File: config.mk
export PLATFORM = sky130hd
export DESIGN_NAME = mux_nbits_rr_flat
export DESIGN_NICKNAME = d
export VERILOG_FILES = /design/src/rtl/mux_nbits_pkg.sv /design/src/rtl/mux_nbits_rr_if.sv /design/src/rtl/mux_nbits_rr_arbiter4.sv /design/src/rtl/mux_nbits_rr.sv /design/src/flat_wrapper.sv
export SDC_FILE = /design/constraint.sdc
export NUM_CORES = 1
export LEC_CHECK = 0
export ABC_CLOCK_PERIOD_IN_PS = 1500
export CORE_UTILIZATION = 32
export CTS_CLUSTER_SIZE = 24
export DETAILED_ROUTE_END_ITERATION = 8
export PLACE_DENSITY = 0.77
export SLEW_MARGIN = 20
export SYNTH_ARGS = -nofsm -noshare
export SYNTH_HDL_FRONTEND = slang
export SYNTH_SLANG_ARGS = --single-unit
File: constraint.sdc
create_clock -name clk -period 1.5 [get_ports clk]
set_input_delay 0.225 -clock clk [delete_from_list [all_inputs] [get_ports clk]]
set_output_delay 0.225 -clock clk [all_outputs]
set_load 0.05 [all_outputs]
File: src/rtl/mux_nbits_pkg.sv
// Shared constants, lock-state encoding and round-robin pick function for mux_nbits_rr.
package mux_nbits_pkg;

   localparam int unsigned N_CH  = 4;
   localparam int unsigned SEL_W = 2;

   typedef enum logic {
      IDLE,
      LOCKED
   } lock_state_e;

   typedef struct packed {
      logic             found;
      logic [SEL_W-1:0] idx;
   } rr_pick_t;

   // First requesting channel scanning ptr, ptr+1, ... with natural 2-bit wrap.
   function automatic rr_pick_t rr_pick(input logic [N_CH-1:0] req, input logic [SEL_W-1:0] ptr);
      rr_pick_t         r;
      logic [SEL_W-1:0] c;
      r = '0;
      for (int unsigned i = 0; i < N_CH; i++) begin
         c = ptr + SEL_W'(i);
         if (!r.found && req[c]) begin
            r.found = 1'b1;
            r.idx   = c;
         end
      end
      return r;
   endfunction

endpackage

File: src/rtl/mux_nbits_rr_if.sv
// Four-channel valid/ready input bundle plus the merged output stream.
interface mux_nbits_rr_if #(
   parameter int unsigned bits = 2
);
   logic [bits-1:0] in_0;
   logic [bits-1:0] in_1;
   logic [bits-1:0] in_2;
   logic [bits-1:0] in_3;
   logic [3:0]      in_valid;
   logic [3:0]      in_last;
   logic [3:0]      in_ready;
   logic [bits-1:0] out;
   logic [1:0]      out_sel;
   logic            out_last;
   logic            out_valid;
   logic            out_ready;

   modport master (
      output in_0, in_1, in_2, in_3, in_valid, in_last, out_ready,
      input  in_ready, out, out_sel, out_last, out_valid
   );

   modport slave (
      input  in_0, in_1, in_2, in_3, in_valid, in_last, out_ready,
      output in_ready, out, out_sel, out_last, out_valid
   );
endinterface

File: src/rtl/mux_nbits_rr_arbiter4.sv
// Combinational four-way round-robin arbiter; pointer is owned by the caller.
module rr_arbiter4
   import mux_nbits_pkg::*;
(
   input  logic [N_CH-1:0]  req,
   input  logic [SEL_W-1:0] ptr,
   input  logic             enable,
   output logic [N_CH-1:0]  gnt,
   output logic [SEL_W-1:0] idx,
   output logic             any
);
   rr_pick_t pick;

   always_comb begin
      pick = rr_pick(req, ptr);
      any  = enable && pick.found;
      idx  = pick.idx;
      gnt  = any ? (N_CH'(1) << pick.idx) : '0;
   end
endmodule

File: src/rtl/mux_nbits_rr.sv
// Four-to-one round-robin stream merger with one output register.
// Optional whole-line grant hold via MUX_NBITS_RR_PKT_LOCK_EN.
module mux_nbits_rr
   import mux_nbits_pkg::*;
#(
   parameter int unsigned     bits      = 2,
   parameter logic [bits-1:0] otherwise = '0
) (
   input logic            clk,
   input logic            rst,
   mux_nbits_rr_if.slave  bus
);
   logic [bits-1:0]  data [N_CH];
   logic [N_CH-1:0]  req;
   logic [N_CH-1:0]  gnt;
   logic [SEL_W-1:0] idx;
   logic             any;
   logic             load;

   logic [SEL_W-1:0] ptr_q;
   logic [bits-1:0]  out_q;
   logic [SEL_W-1:0] sel_q;
   logic             last_q;
   logic             valid_q;

   assign data[0] = bus.in_0;
   assign data[1] = bus.in_1;
   assign data[2] = bus.in_2;
   assign data[3] = bus.in_3;

   assign load = !valid_q || bus.out_ready;

`ifdef MUX_NBITS_RR_PKT_LOCK_EN
   lock_state_e      state_q, state_d;
   logic [SEL_W-1:0] lock_ch_q, lock_ch_d;

   always_ff @(posedge clk) begin
      if (rst) begin
         state_q   <= IDLE;
         lock_ch_q <= '0;
      end else begin
         state_q   <= state_d;
         lock_ch_q <= lock_ch_d;
      end
   end

   // Request masking is kept apart from next-state logic to avoid a false comb loop through the arbiter.
   always_comb begin
      req = bus.in_valid;
      if (state_q == LOCKED) req = bus.in_valid & (N_CH'(1) << lock_ch_q);
   end

   always_comb begin
      state_d   = state_q;
      lock_ch_d = lock_ch_q;
      if (any) begin
         if (bus.in_last[idx]) begin
            state_d = IDLE;
         end else begin
            state_d   = LOCKED;
            lock_ch_d = idx;
         end
      end
   end
`else
   assign req = bus.in_valid;
`endif

   rr_arbiter4 u_arb (
      .req    (req),
      .ptr    (ptr_q),
      .enable (load),
      .gnt    (gnt),
      .idx    (idx),
      .any    (any)
   );

   always_ff @(posedge clk) begin
      if (rst) begin
         valid_q <= 1'b0;
         out_q   <= otherwise;
         sel_q   <= '0;
         last_q  <= 1'b0;
         ptr_q   <= '0;
      end else if (load) begin
         if (any) begin
            out_q   <= data[idx];
            sel_q   <= idx;
            last_q  <= bus.in_last[idx];
            valid_q <= 1'b1;
            ptr_q   <= idx + SEL_W'(1);
         end else begin
            valid_q <= 1'b0;
            out_q   <= otherwise;
         end
      end
   end

   assign bus.in_ready  = gnt;
   assign bus.out       = out_q;
   assign bus.out_sel   = sel_q;
   assign bus.out_last  = last_q;
   assign bus.out_valid = valid_q;
endmodule
File: src/flat_wrapper.sv
// flat-port wrapper written by rule: the top's interface ports become plain ports
module mux_nbits_rr_flat import mux_nbits_pkg::*;
#(
   parameter int unsigned     bits      = 2,
   parameter logic [bits-1:0] otherwise = '0
)
  (clk, rst, bus_in_0, bus_in_1, bus_in_2, bus_in_3, bus_in_valid, bus_in_last, bus_out_ready, bus_in_ready, bus_out, bus_out_sel, bus_out_last, bus_out_valid);
  mux_nbits_rr_if #(.bits(bits)) bus_i ();
  input logic clk;
  input logic rst;
  input wire logic [$bits(bus_i.in_0)-1:0] bus_in_0;
  input wire logic [$bits(bus_i.in_1)-1:0] bus_in_1;
  input wire logic [$bits(bus_i.in_2)-1:0] bus_in_2;
  input wire logic [$bits(bus_i.in_3)-1:0] bus_in_3;
  input wire logic [$bits(bus_i.in_valid)-1:0] bus_in_valid;
  input wire logic [$bits(bus_i.in_last)-1:0] bus_in_last;
  input wire logic [$bits(bus_i.out_ready)-1:0] bus_out_ready;
  output wire logic [$bits(bus_i.in_ready)-1:0] bus_in_ready;
  output wire logic [$bits(bus_i.out)-1:0] bus_out;
  output wire logic [$bits(bus_i.out_sel)-1:0] bus_out_sel;
  output wire logic [$bits(bus_i.out_last)-1:0] bus_out_last;
  output wire logic [$bits(bus_i.out_valid)-1:0] bus_out_valid;
  assign bus_i.in_0 = bus_in_0;
  assign bus_i.in_1 = bus_in_1;
  assign bus_i.in_2 = bus_in_2;
  assign bus_i.in_3 = bus_in_3;
  assign bus_i.in_valid = bus_in_valid;
  assign bus_i.in_last = bus_in_last;
  assign bus_i.out_ready = bus_out_ready;
  assign bus_in_ready = bus_i.in_ready;
  assign bus_out = bus_i.out;
  assign bus_out_sel = bus_i.out_sel;
  assign bus_out_last = bus_i.out_last;
  assign bus_out_valid = bus_i.out_valid;
  mux_nbits_rr #(.bits(bits), .otherwise(otherwise)) u_core (.clk(clk), .rst(rst), .bus(bus_i));
endmodule
==> metrics.yaml <==
run_status:
  status: "finished, violations left"
  violations: "setup timing"
worst_setup_path:
  path_max_fanout: 4
  worst-setup-path-type: "flip-flop to output pin"
  worst-path-buf-inv: 2
  worstRegToRegCells: 7
  startpoint_type: "flip-flop"
  end_kind: "output pin"
  cp_cell_sequence: "nor2b_4, nor4b_4, nor2_4, inv_2, ha_4, and2_4, buf_12"
  regToRegStartpoint: "u_core.ptr_q[1]"
  r2r_end: "u_core.bus.out[0]"
  crit_path_top_delay_cell: "dfxtp_4"
  crit_family: "simple AND/OR/NAND/NOR gates"
  max_stage_delay_ns: 0.38
  r2r_slack_ns: -0.17
  cp.arrival_ns: 1.60
  required_ns: 1.27
timing:
  setup_violations: 6
  min_period_ns: 1.82
  finClkSkew_ns: 0.0168
  hold_viol: 0
  final.period_utilization: 1.21
  tightestPinTransition_ns: 0.335
  rsz0062_at_grt: "true"
  max_freq_mhz: 549
  max_slew_margin: 0.775
  drv_slew: 0
  totalNegativeSetupSlack_ns: -1.57
  setup_slack_ns: -0.320
layout:
  insertedDiodeCount: 0
  layout.nets: 156
  final_cell_mix: "30 x buf_4, 14 x clkdlybuf4s50_1, 10 x nand2_1"
  stdcell_area_um2: 1330
  final_common_cell: "buf_4"
  drive_above_1_share: 0.561
  area.growth.synth_to_final_pct: 110
clock_tree:
  htree_levels: 1
  clk_pin_slew_ns: 0.07
  hold_buffers: 0
  cts-buffers-inserted: 3
  cts_tree: "yes"
  insertion_delay_ns: 0.26
  cts-root-buf: "clkbuf_4"
  cts_num_sinks: 8
  clockBufferDepth: 2
route:
  vias: 762
  routed_via_density: 4.85
  firstDrtPassIters: 4
  drt_iter0_markers: 6
  route.detailed.drc: 0
  drt-wirelength-per-cell_um: 13.1
  postRouteWirelength_mm: 2.06
  drt.antenna.violating_nets: 0
logic_synthesis:
  synth-edff-count: 0
  synthArstFlopShare: 0
  synth.avg_cell_area_um2: 8.30
  synth_area_um2: 631
  synth_nets: 99
  yosysSeqAreaShare: 0.254
  synth-adder-area-share: 0.0794
  synth_ff_type: "dfxtp_1"
  synth_xor_area_frac: 0
  muxShareOfSynthArea: 0.0635
  ys_types: 28
  synth_compound_gate_area_share: 0.260
  synth-simple-area-share: 0.308
  synth_cells: 76
  yosysWarningCount: 0
  ys_ff_latch: 8
  synth_top_family_by_area: "simple AND/OR/NAND/NOR gates"
power_and_ir_drop:
  power_mw: 1.23
  internal_power_mw: 0.730
  power_density_nw_per_um2: 928
  power_switching_share: 0.407
  power_frac_seq: 0.230
  p_switching_mw: 0.501
  peakVddDrop_v: 0.000685
  power_frac_comb: 0.621
  p_leak_nw: 0.584
  clkPwrFrac: 0.150
global_routing:
  grt_pass1_vias: 805
  grt.total_usage: 0.202
  grt_start_max_net_pins: 9
  overflow: 0
  grt_pass1_wl_mm: 3.15
  antenna_found_initial: 0
place:
  pre_cts_ws_ns: -0.686
  gp_congestion: 0.877
  place_area_um2: 1210
  dp_hpwl_mm: 1.54
  port_buffers: 28
hold_path:
  holdPathStages: 2
  hold_path.class: "flip-flop to flip-flop"
  hold_path_end: "u_core.bus.out_sel[0]"
  min_from: "u_core.bus.out_sel[0]"
floorplanning:
  die_h_um: 46.4
  core_um2: 1780
  rows: 15
  ios: 29
  initial_core_util: 0.354
  fp.dieArea_um2: 2150
  die_w_um: 46.4
run:
  cap_viol_max_count: 0
## worst max path at each step
stage                     from              end  slack (ns)  depth (start not counted)
2_1_floorplan  u_core.ptr_q[0]  bus_in_ready[1]       -0.03                          6
3_3_place_gp   bus_in_valid[0]  bus_in_ready[1]       -0.63                          8
3_5_place_dp   bus_in_valid[0]  bus_in_ready[1]       -0.69                          8
4_1_cts        u_core.ptr_q[0]  bus_in_ready[3]       -0.36                          7
5_1_grt        u_core.ptr_q[0]  bus_in_ready[1]       -0.39                          7
6_report       u_core.ptr_q[0]  bus_in_ready[3]       -0.32                          7
## area by class of cell
type | count | area, um2
sequential | 8 | 171
multi-input combinational | 62 | 587
timing repair buffer | 55 | 499
clock buffer | 4 | 26.3
tap | 25 | 31.3
fill | 135 | 457
inverter | 3 | 11.3
## layer usage
metal / up-vias / global-route usage / share of wire
met5: - / 0 / 0
met4: 0 / 0.0824 / 0.018
met3: 4 / 0.0275 / 0.034
met2: 24 / 0.386 / 0.54
met1: 349 / 0.215 / 0.41
li1: 385 / - / -
## synthesized netlist by cell type (2+ instances only)
cell type	instances	share of area
inv_1	2	0.012
nor2_1	5	0.030
a221oi_2	2	0.048
nor2b_1	5	0.050
clkbuf_1	2	0.012
dfxtp_1	8	0.25
o21ai_0	5	0.040
a21oi_1	7	0.056
mux2i_1	4	0.063
nand3_1	2	0.016
ha_1	4	0.079
a31o_1	2	0.028
and2_1	4	0.040
nand2_1	10	0.060
## power groups by stage
stage | registers (mW) | logic (mW) | clock network, mW
6_report | 0.283 | 0.764 | 0.184
2_1_floorplan | 0.360 | 0.331 | 0
3_5_place_dp | 0.286 | 0.691 | 0
4_1_cts | 0.281 | 0.730 | 0.181
3_3_place_gp | 0.284 | 0.681 | 0
5_1_grt | 0.287 | 0.810 | 0.203
## what timing repair did
item	CTS	global route
setup buffers	5	3
endpoints found under the setup margin	11	8
pin swaps	8	10
cloned	0	0
resized for setup	16	16
## registers in the layout, indices dropped and copies added (netlist names)
name / flops
u_core.bus.out_valid: 1
u_core.bus.out_last: 1
u_core.bus.out_sel: 2
u_core.ptr_q: 2
u_core.bus.out: 2
## worst reg2reg max path, cell delays in order, from the launching register on
cell and delay, ns:
dfxtp_4 0.38, nor4_4 0.36, buf_4 0.18, buf_4 0.11
buf_6 0.09, o21ai_2 0.05, a31o_1 0.23, a221oi_2 0.22
## logic make-up (layout without fill, tap and decap cells)
family | Yosys count | in the layout
compound gates | 20 | 20
fa+ha+maj | 4 | 4
buf+inv | 6 | 62
flops | 8 | 8
mux | 4 | 4
simple gates | 34 | 34
## metrics by stage
| step | hold WS, ns | cells | util |
|---|---|---|---|
| floorplan | 0.418 | 76 | - |
| global placement | 0.444 | 146 | 0.679 |
| detailed placement | 0.454 | 146 | 0.679 |
| CTS | 0.464 | 154 | 0.728 |
| global route | 0.486 | 157 | 0.744 |
| finish | 0.460 | 157 | 0.744 |
Note: power is estimated with default switching activity, not from simulation.
